`config.mk`:
```
export PLATFORM = sky130hd
export DESIGN_NAME = t06_snake_body_tracker
export DESIGN_NICKNAME = d
export VERILOG_FILES = /design/src/rtl/t06_snake_body_tracker.sv
export SDC_FILE = /design/constraint.sdc
export NUM_CORES = 1
export LEC_CHECK = 0
export BUFFER_PORTS_ARGS = -buffer_cell sky130_fd_sc_hd__buf_2
export CORE_MARGIN = 1.5
export CORE_UTILIZATION = 40
export CTS_BUF_LIST = sky130_fd_sc_hd__clkbuf_2
export DETAILED_ROUTE_END_ITERATION = 10
export PLACE_DENSITY = 0.63
export SETUP_SLACK_MARGIN = 0.1
export SYNTH_ARGS = -nofsm -noshare
export SYNTH_HDL_FRONTEND = slang
export SYNTH_SLANG_ARGS = --single-unit
```
`constraint.sdc`:
```
create_clock -name clk -period 46.5 [get_ports clk]
set_clock_uncertainty 0.05 [all_clocks]
set_input_delay 4.65 -clock clk [delete_from_list [all_inputs] [get_ports clk]]
set_output_delay 4.65 -clock clk [all_outputs]
set_load 0.01 [all_outputs]
```
`src/rtl/t06_snake_body_tracker.sv`:
```
// Snake segment store for the 16x16 playfield: moves, grows, detects wall/self hits
// and answers per-pixel head/body/border queries for the image generator.
module t06_snake_body_tracker #(
    parameter int MAX_LEN = 50,
    parameter int START_X = 4,
    parameter int START_Y = 7,
    parameter int LW      = $clog2(MAX_LEN + 1)
) (
    input  logic          clk,
    input  logic          rst,
    input  logic          start,
    input  logic          step,
    input  logic [1:0]    dir,
    input  logic          grow,
    input  logic [3:0]    x,
    input  logic [3:0]    y,
    output logic          snakeHead,
    output logic          snakeBody,
    output logic          border,
    output logic [3:0]    head_x,
    output logic [3:0]    head_y,
    output logic [LW-1:0] len,
    output logic          GameOver
);

    typedef enum logic [1:0] {IDLE, RUN, DEAD} state_t;

    state_t        state, next_state;
    logic [3:0]    seg_x [MAX_LEN];
    logic [3:0]    seg_y [MAX_LEN];
    logic [LW-1:0] len_r;
    logic [1:0]    cur_dir;

    logic [1:0]    nd;
    logic [3:0]    nh_x, nh_y;
    logic          eff_grow, hit_wall, hit_self, do_move;

    always_ff @(posedge clk) begin
        if (rst) state <= IDLE;
        else     state <= next_state;
    end

    // Next-head computation and collision tests; the tail is exempt only when it vacates.
    always_comb begin
        next_state = state;
        do_move    = 1'b0;
        nd         = (dir == (cur_dir ^ 2'b01)) ? cur_dir : dir;
        nh_x       = seg_x[0];
        nh_y       = seg_y[0];
        case (nd)
            2'd0:    nh_x = seg_x[0] + 4'd1;
            2'd1:    nh_x = seg_x[0] - 4'd1;
            2'd2:    nh_y = seg_y[0] - 4'd1;
            default: nh_y = seg_y[0] + 4'd1;
        endcase
        hit_wall = (nh_x == 4'd0) || (nh_x == 4'd15) || (nh_y == 4'd0) || (nh_y == 4'd15);
        eff_grow = grow && (len_r < LW'(MAX_LEN));
        hit_self = 1'b0;
        for (int i = 1; i < MAX_LEN; i++) begin
            if ((LW'(i) < len_r) && (eff_grow || (LW'(i) != len_r - LW'(1))) &&
                (seg_x[i] == nh_x) && (seg_y[i] == nh_y))
                hit_self = 1'b1;
        end
        case (state)
            IDLE: if (start) next_state = RUN;
            RUN: begin
                if (step) begin
                    if (hit_wall || hit_self) next_state = DEAD;
                    else                      do_move    = 1'b1;
                end
            end
            default: next_state = DEAD;
        endcase
    end

    always_ff @(posedge clk) begin
        if (rst) begin
            seg_x[0] <= 4'(START_X);
            seg_y[0] <= 4'(START_Y);
            seg_x[1] <= 4'(START_X - 1);
            seg_y[1] <= 4'(START_Y);
            len_r    <= LW'(2);
            cur_dir  <= 2'd0;
        end else begin
            if (state == RUN && step) cur_dir <= nd;
            if (do_move) begin
                for (int i = MAX_LEN - 1; i >= 1; i--) begin
                    seg_x[i] <= seg_x[i-1];
                    seg_y[i] <= seg_y[i-1];
                end
                seg_x[0] <= nh_x;
                seg_y[0] <= nh_y;
                if (eff_grow) len_r <= len_r + LW'(1);
            end
        end
    end

    // Pixel query: only live segments are ever reported.
    always_comb begin
        snakeHead = (x == seg_x[0]) && (y == seg_y[0]);
        snakeBody = 1'b0;
        for (int i = 1; i < MAX_LEN; i++) begin
            if ((LW'(i) < len_r) && (x == seg_x[i]) && (y == seg_y[i]))
                snakeBody = 1'b1;
        end
        border = (x == 4'd0) || (x == 4'd15) || (y == 4'd0) || (y == 4'd15);
    end

    assign head_x   = seg_x[0];
    assign head_y   = seg_y[0];
    assign len      = len_r;
    assign GameOver = (state == DEAD);

endmodule

```
## Word level (Yosys, flattened, before mapping)

Memory sizes are Yosys's and may differ from the RTL's.
Index checks and enable logic that the tools add are counted.

| operators by class | value |
|---|---|
| add/subtract/negate cells | 6 |
| multipliers | 0 |
| div/mod/pow operators | 0 |
| magnitude comparators | 50 |
| equality and inequality tests | 259 |
| shift-type cells | 0 |
| multiplexer cells | 117 |
| bitwise gates (word level) | 5 |
| reductions and logical operators | 313 |

Operators by type and width:

| operator | number |
|---|---|
| 4-bit equality test | 198 |
| 1-bit logical AND | 248 |
| 6-bit less-than comparator (first input constant) | 18 |
| 6-bit inequality test (first input constant) | 18 |
| 1-bit two-way mux | 106 |
| 5-bit by 6-bit less-than comparator with 1-bit output (first input constant) | 16 |
| 5-bit by 6-bit inequality test with 1-bit output (first input constant) | 16 |
| 1-bit logical OR | 56 |
| 4-bit by 6-bit less-than comparator with 1-bit output (first input constant) | 8 |
| 4-bit by 6-bit inequality test with 1-bit output (first input constant) | 8 |
| 3-bit by 6-bit less-than comparator with 1-bit output (first input constant) | 4 |
| 3-bit by 6-bit inequality test with 1-bit output (first input constant) | 4 |
| 4-bit equality test (second input constant) | 4 |
| 4-bit logical NOT | 4 |
| 4-bit two-way mux | 4 |
| 4-bit case mux with 2 select lines | 2 |
| 2-bit by 6-bit less-than comparator with 1-bit output (first input constant) | 2 |
| 2-bit by 6-bit inequality test with 1-bit output (first input constant) | 2 |
| 4-bit by 1-bit adder with 4-bit output (second input constant) | 2 |
| 2-bit two-way mux | 4 |
| 4-bit by 1-bit subtractor with 4-bit output (second input constant) | 2 |
| 6-bit by 1-bit adder with 6-bit output (second input constant) | 1 |
| 1-bit by 6-bit less-than comparator with 1-bit output (first input constant) | 1 |
| 6-bit less-than comparator (second input constant) | 1 |
| 13 further kinds | 21 |

| storage, ports and cells | value |
|---|---|
| bits in registers | 10 |
| bits in latches | 0 |
| memory bits (writable) | 400 |
| memory bits (read-only) | 0 |
| input bits | 15 |
| output and inout bits | 18 |
| logic and storage cells | 755 |
| memories kept | 2 |

Memory list:

| memory | depth | bits a word | read ports | clocked after memory_dff | wr ports | line | RTL |
|---|---|---|---|---|---|---|---|
| seg_x | 50 | 4 | 50 | 0 | 50 | 29 | `logic [3:0] seg_x [MAX_LEN];` |
| seg_y | 50 | 4 | 50 | 0 | 50 | 30 | `logic [3:0] seg_y [MAX_LEN];` |

## Logic depth before layout (Yosys ltp)

Gate-level depths: netlist of run 1.

| depth | value |
|---|---|
| word-level depth | 65 |
| mapped depth | 23 |
| depth with buffers taken out | 15 |

## Worst setup path after synthesis of run 1

OpenSTA, ideal clock, no wires.

| path | value |
|---|---|
| kind | input to register |
| start point | input dir[1] |
| end point | memory seg_x[2][2], in the netlist seg_x[0][10] (enable) |
| library setup time | 0.734 ns |
| arrival | 17.015 ns |
| data required time | 45.716 ns |
| slack | 28.701 ns |
| stages on the path | 21 |
| buffers on the path | 8 |
| cell sequence | buf_4 -> clkbuf_1 -> clkbuf_1 -> buf_1 -> clkbuf_1 -> clkbuf_1 -> and2_1 -> ha_1 -> a21oi_1 -> a21oi_1 -> mux2_2 -> xnor2_1 -> buf_2 -> xnor2_1 -> a2111oi_0 -> a2111oi_0 -> nand4_1 -> nor4b_4 -> nand3b_2 -> buf_2 -> inv_1 |

RTL lines:

| element | line | RTL |
|---|---|---|
| from (decl) | 13 | `input logic [1:0] dir,` |
| to (decl) | 29 |  |

## Worst setup path after layout of run 1

| path | value |
|---|---|
| start point | input x[0] |
| end point | output snakeBody |

| on the way | value |
|---|---|
| longest elaborated chain between the ends | 52 |
| elaborated cells on any way between the ends | 196 |
| those cells by class | eq/ne (49); mux (49); reduce/logical (98) |

RTL lines:

| element | line | RTL |
|---|---|---|
| from (decl) | 15 | `input logic [3:0] x,` |
| 4-bit equality test | 103 | `if ((LW'(i) < len_r) && (x == seg_x[i]) && (y == seg_y[i]))` |
| 1-bit logical AND (2 in series) | 103 |  |
| 1-bit two-way mux (48 in series) | 103 |  |
| 1-bit two-way mux (*) | 103 |  |
| to (decl) | 18 | `output logic snakeBody,` |

Every way passes the cells marked *; elsewhere a longest branch is shown, timed or not.

==> metrics.cfg, run 1 <==
[run_status]
outcome=finished clean

[global_route]
grt-ovfl-total=0
grt_pass1_vias=18700
grt_pass1_wl_um=130000
grt_usage=0.280
grt_max_degree=168
antenna_found_initial=2

[worst_setup_path]
cp-endpoint=snakeBody
crit_path_start_kind=input pin
path_class=input pin to output pin
r2r_end=seg_y[5][29]$_DFFE_PP_
r2r_slack_ns=36.93
cp_max_fo=31
worst_r2r_startpoint=cur_dir[1]$_SDFFE_PP0P_
critical_path_arrival_ns=8.84
crit_path_start=x[0]
critPathCaptureType=output pin
worstPathRequired_ns=41.80
rr_worst_depth=18

[drt]
firstDrtPassIters=5
post_drt_wl_per_cell_um=28.6
drt_iter0_drc=2520
routed_wl_um=90000
drc_errors=0
num_vias=19300
drt-vias-per-instance=6.13
ant_nets=0

[power]
p_sw_frac=0.331
p_sw_uw=284
p_int_uw=576
p_seq_frac=0.506
power_frac_comb=0.202
p_clk_frac=0.292
power.leakage_nw=8.31
powerDensity_nw_per_um2=31.7
ir_drop_uv=24.7

[floorplanning]
start_util=0.407
dieArea_um2=64500
coreArea_um2=61900
die_h_um=254
io_pins=33
row_count=91
fp.dieW_um=254

[clock_network]
cts_resized=0
cts_htree_levels=3
clk_path_buf_depth=3
cts_tree=yes
root_buffer=clkbuf_2
clk_pin_slew_ns=0.11
postCtsHoldBufs=0
post_cts_buffers=0
cts.sinks=410
cts_buffers=109
clk_latency_ns=1.21

[place]
dp_hpwl_um=59700
port_buffers=32
pre_cts_ws_ns=32.39
globalplace.congestion=1.02

[cells_and_area]
syn2layout_area_growth_pct=7.69
multi_input_area_um2=12300
final_layout_size_suffix_gt1_frac=0.120
fin_nets=2263
fillers=5853
regArea_um2=12200

[synth]
syn_nets=2227
synthFlopType=edfxtp_1
syn_avg_cell_area_um2=11.5
netlist_area_um2=25200
synthTopCellsByCount=xnor2_1 (594), edfxtp_1 (400), xor2_1 (229), nand4_1 (115), clkbuf_1 (82)
ys_seq_area_frac=0.485
synth_fa_ha_area_frac=0.00655
synth_edf_count=400
synth.largest_area_cell=edfxtp_1
synthXorXnorAreaFrac=0.290
synthSimpleGateAreaFrac=0.122
synth_cell_types=79
synth_top_family_by_area=XOR/XNOR gates
synthArstFlopShare=0
synth-compound-area-share=0.0619
ys_ff_latch=410
synth.area.top_cells=edfxtp_1 (48%), xnor2_1 (21%), xor2_1 (8.0%)
yosys-mux-area-fraction=0.00472
yosysTopAreaCellShare=0.477
synth_cells=2200
synth_warnings=0
synth_most_common_cell=xnor2_1

[timing]
rsz0062_at_grt=no
slew-limit-headroom=0.116
final.setup.tns_ns=0
drv_slew=0
setup_violations=0
period_share=0.291
tightest_slew_ns=1.31
fmax_mhz=73.9
fin_crit_ns=13.54
hold_viol_final=0
setup_ws_ns=32.96

[run]
cap_violations=0

[min_path]
hold_class=flip-flop to flip-flop

-- metrics by stage --
stage / utilization / instances / total power, mW / hold slack [ns] / instance area (um^2)
after floorplan: - / 2200 / 0.566 / 0.374 / 25200
after global placement: 0.424 / 2962 / 0.609 / 0.445 / 26200
after detailed placement: 0.424 / 2962 / 0.612 / 0.455 / 26200
after CTS: 0.438 / 3142 / 0.862 / 0.461 / 27100
after global routing: 0.438 / 3143 / 0.893 / 0.476 / 27100
final: 0.438 / 3144 / 0.860 / 0.463 / 27100
-- worst min path at each step --
stage                           start                     end  slack (ns)  depth (start not counted)
6_report       seg_x[4][21]$_DFFE_PP_  seg_x[4][25]$_DFFE_PP_        0.46                          0
5_1_grt        seg_x[1][26]$_DFFE_PP_  seg_x[1][30]$_DFFE_PP_        0.48                          0
4_1_cts        seg_x[0][30]$_DFFE_PP_   seg_x[1][2]$_DFFE_PP_        0.46                          0
3_5_place_dp    seg_y[1][2]$_DFFE_PP_   seg_y[1][6]$_DFFE_PP_        0.45                          0
3_3_place_gp    state[1]$_SDFFE_PP0P_   state[0]$_SDFFE_PP0P_        0.45                          1
2_1_floorplan   seg_y[4][7]$_DFFE_PP_  seg_y[4][11]$_DFFE_PP_        0.37                          0
-- layer usage --
metal  GRT usage  part of all wire
met5           0                 0
met2       0.408              0.43
met3      0.0673              0.11
met1       0.384              0.41
met4       0.143             0.053
-- layout by cell type, fill, tap and decap left out, types with 13 or more instances in the layout --
cell / n
xnor2_1: 592
edfxtp_1: 400
xor2_1: 229
clkbuf_2: 150
nand4_1: 115
nor4_1: 75
nand3_1: 75
nor3_1: 66
nor2_1: 61
buf_4: 59
a31oi_1: 43
a21oi_1: 33
nand2_1: 32
o21ai_0: 29
buf_2: 23
and3_1: 22
clkinv_1: 22
inv_1: 16
nand2b_1: 15
and2_1: 13
-- cells by family after synthesis --
| family | after synthesis |
|---|---|
| xor gates and xnor gates | 828 |
| and+or+nand+nor | 540 |
| DFF | 410 |
| AOI/OAI and AO/OA | 222 |
| buffers and inverters | 177 |
| adders and majority gates | 12 |
| muxes | 11 |
-- worst max-delay path, cell delays in order --
cell and delay [ns]:
buf_4 0.41, buf_4 0.69, xnor2_1 0.18, nand4_1 0.13, nor3_1 0.10, nor4_1 1.11, nand4_1 0.25, nor4_1 0.65
nand3_1 0.38, buf_2 0.25
-- power groups by stage --
| stage | Combinational [mW] | Sequential (mW) | Clock, mW |
|---|---|---|---|
| floorplan | 0.124 | 0.442 | 0 |
| global placement | 0.167 | 0.442 | 0 |
| detailed placement | 0.170 | 0.442 | 0 |
| CTS | 0.171 | 0.434 | 0.256 |
| global route | 0.184 | 0.436 | 0.272 |
| finish | 0.174 | 0.435 | 0.251 |
-- flip-flops by register name, summed over array words and instances (netlist names) --
| signal | count |
|---|---|
| seg_y | 200 |
| state | 2 |
| cur_dir | 2 |
| len | 6 |
| seg_x | 200 |
-- final cells by class --
type | instances | area share
clock inverters | 30 | 0.00526
inverters | 19 | 0.00290
diodes | 2 | 0.000184
flip-flops and latches | 410 | 0.450
clock buffers | 150 | 0.0277
multi-input cells | 1613 | 0.454
repair buffers | 83 | 0.0213
well taps | 837 | 0.0386
Note: power is estimated with default switching activity, not from simulation.
==> run 2: changes to the inputs <==
Settings changed: ABC_AREA set to 1.
Clock period 46.5 ns to 13.63 ns, I/O delays scaled along.
==> run 2 against run 1 <==
Area after synthesis is 2.5% higher. First-iteration DRC count is 4.0% higher. Critical path depth up 20. Register-to-register slack worse by 31 ns. Clock power rose to 3.8 times the previous value. Sequential share of layout area fell by 0.91 points. Wire length is 0.93% lower. Design area grew 2.1%. Critical path type is now input pin to flip-flop. Highest routed layer is now met5.
==> metrics.cfg, run 2 <==
[run_status]
outcome=finished clean

[worst_setup_path]
cp_max_fo=180  ; +480%
slowest_stage=buf_4
path_common_cell=nand2_1
slowest_delay_ns=0.97  ; -0.14 ns
critical_path_arrival_ns=8.14  ; -0.70 ns
rr_worst_depth=29  ; +11
critPathCaptureType=flip-flop
cpLargestDelayFamily=buffers and inverters
worstPathRequired_ns=14.35  ; -27.45 ns
crit_path_start_kind=input pin
worst-path-buf-inv=9  ; +6
worstSetupPathDepth=30  ; +20
crit_path_start=dir[1]
worst_r2r_startpoint=cur_dir[1]$_SDFFE_PP0P_
path_class=input pin to flip-flop

[synth]
synth.area.top_cells=edfxtp_1 (46%), nand2_1 (11%), xor2_1 (8.8%)
synth_edf_count=400  ; unchanged
ys_seq_area_frac=0.473  ; -0.0120
yosysTopAreaCellShare=0.465  ; -0.0118
synthFlopType=edfxtp_1
synth_most_common_cell=nand2_1
syn_nets=3087  ; +39%
synth_cell_types=55  ; -30%
synthArstFlopShare=0  ; unchanged
synthTopCellsByCount=nand2_1 (734), edfxtp_1 (400), nor2_1 (379), inv_1 (291), xor2_1 (261)
synth_cells=3060  ; +39%
syn_avg_cell_area_um2=8.45  ; -26%
synth.largest_area_cell=edfxtp_1
synth_warnings=0  ; unchanged
ys_ff_latch=410  ; unchanged
netlist_area_um2=25800  ; +2.5%

[floorplanning]
start_util=0.407  ; +0.000565
row_count=92  ; +1.1%
dieArea_um2=66100  ; +2.5%
io_pins=33  ; unchanged
coreArea_um2=63400  ; +2.4%
die_h_um=257  ; +1.2%
fp.dieW_um=257  ; +1.2%

[place]
dp_cells=3827  ; +29%
dp_hpwl_um=59000  ; -1.2%
globalplace.congestion=1.02  ; about the same
port_buffers=32  ; unchanged
pre_cts_ws_ns=5.23  ; -27.15 ns

[clock_network]
clk_pin_slew_ns=0.11  ; about the same
cts_resized=0  ; unchanged
cts_tree=yes
cts_buffers=110  ; +0.92%
root_buffer=clkbuf_2
postCtsHoldBufs=0  ; unchanged
cts.sinks=410  ; unchanged
clk_latency_ns=1.32  ; +0.11 ns
cts_htree_levels=3  ; unchanged
post_cts_buffers=0  ; unchanged
clk_path_buf_depth=3  ; unchanged

[min_path]
hold_depth=2  ; +2
hold_class=input pin to flip-flop
hold_start=rst

[power]
powerDensity_nw_per_um2=104  ; +230%
ir_drop_uv=62.4  ; +150%
power.leakage_nw=11.3  ; +36%

[global_route]
antenna_found_initial=4  ; +2
grt_usage=0.267  ; -0.0123
grt-ovfl-total=0  ; unchanged
grt_pass1_wl_um=132000  ; +1.0%
grt_max_degree=181  ; +7.7%
grt_pass1_vias=20700  ; +11%

[timing]
setup_violations=0  ; unchanged
slew-limit-headroom=0.157  ; +0.0414
fmax_mhz=135
setup_ws_ns=6.21  ; -26.75 ns
tightest_slew_ns=1.26  ; -0.0530 ns
rsz0062_at_grt=no
period_share=0.544
final.setup.tns_ns=0  ; unchanged
drv_slew=0  ; unchanged
fin_crit_ns=7.42
hold_ws_ns=0.315  ; -0.148 ns
hold_viol_final=0  ; unchanged

[cells_and_area]
mostFrequentLayoutCell=nand2_1
multi_input_area_um2=11800  ; -4.6%
regArea_um2=12200  ; unchanged
syn2layout_area_growth_pct=7.18
fin_cells=4027  ; +28%
final_layout_size_suffix_gt1_frac=0.0932  ; -0.0265
final_cell_mix=nand2_1 (728), edfxtp_1 (400), nor2_1 (379)
utilization=0.437  ; -0.00145
fin_nets=3120  ; +38%
fillers=6238  ; +6.6%

[drt]
num_vias=22100  ; +15%
drt-vias-per-instance=5.49  ; -10%
drt_iter0_drc=2620  ; +4.0%
post_drt_wl_per_cell_um=22.1  ; -23%
drc_errors=0  ; unchanged
ant_nets=0  ; unchanged
routed_wl_um=89100  ; -0.93%
firstDrtPassIters=5  ; unchanged

[run]
cap_violations=0  ; unchanged

[run 2: cell types whose count changed after synthesis, sizes merged, moves of 29 or more]
cell   previous run  this run
a31oi            43         1
nor3             66        31
xor2            230       261
xnor2           597       152
inv              17       299
nand4           115        86
nor2             61       382
nand2            32       741
nand3            75       248
o21ai            30        84
[run 2: worst register-to-register path: cells and delay by family (launching register included)]
kind / cells / cell delay (ns)
flops: 1 / 0.38
buf+inv: 8 / 3.35
fa+ha+maj: 1 / 0.31
simple gates: 20 / 2.64
[run 2: logic make-up (layout without fill, tap and decap cells)]
family,Yosys count,count (layout),share of synthesized area
buf+inv,453,568,0.0730
fa+ha+maj,12,12,0.00639
simple gates,1585,1585,0.266
other cells,0,6,0
flops,410,410,0.473
compound gates,186,186,0.0415
xor+xnor,414,414,0.141
[run 2: stage by stage]
stage          power (mW)  cell area (um^2)
6_report             2.88             27700
5_1_grt              3.01             27700
4_1_cts              2.89             27700
3_5_place_dp         1.95             26700
3_3_place_gp         1.95             26700
2_1_floorplan        1.81             25800
[run 2: worst paths after layout]
| kind | slack [ns] | to |
|---|---|---|
| max | 6.21 | seg_y[3][9]$_DFFE_PP_ |
| min | 0.32 | len[2]$_SDFFE_PP0P_ |
| max reg2reg | 6.40 | seg_y[3][9]$_DFFE_PP_ |
| min reg2reg | 0.35 | seg_x[3][6]$_DFFE_PP_ |
[run 2: area by class of cell]
class,instances,area share
clock buffer,172,0.0311
inverter,302,0.0417
clock inverter,22,0.00601
timing repair buffer,72,0.0170
multi-input combinational,2197,0.425
antenna,6,0.000542
sequential,410,0.441
tap,846,0.0382
[run 2: where the power goes]
part | internal, mW | total (mW) | switching [mW]
Sequential | 1.41 | 1.45 | 0.0363
Combinational | 0.140 | 0.485 | 0.345
Clock | 0.387 | 0.948 | 0.560
Total | 1.94 | 2.88 | 0.942
[run 2: routing by layer]
layer | vias up | share of wire | global-route usage | wire, um
met1 | 10400 | 0.41 | 0.368 | 36800
met3 | 228 | 0.12 | 0.0719 | 10500
met4 | 2 | 0.040 | 0.109 | 3580
met2 | 1271 | 0.43 | 0.396 | 38200
li1 | 10200 | - | - | -
met5 | - | 0.00012 | 0 | 11
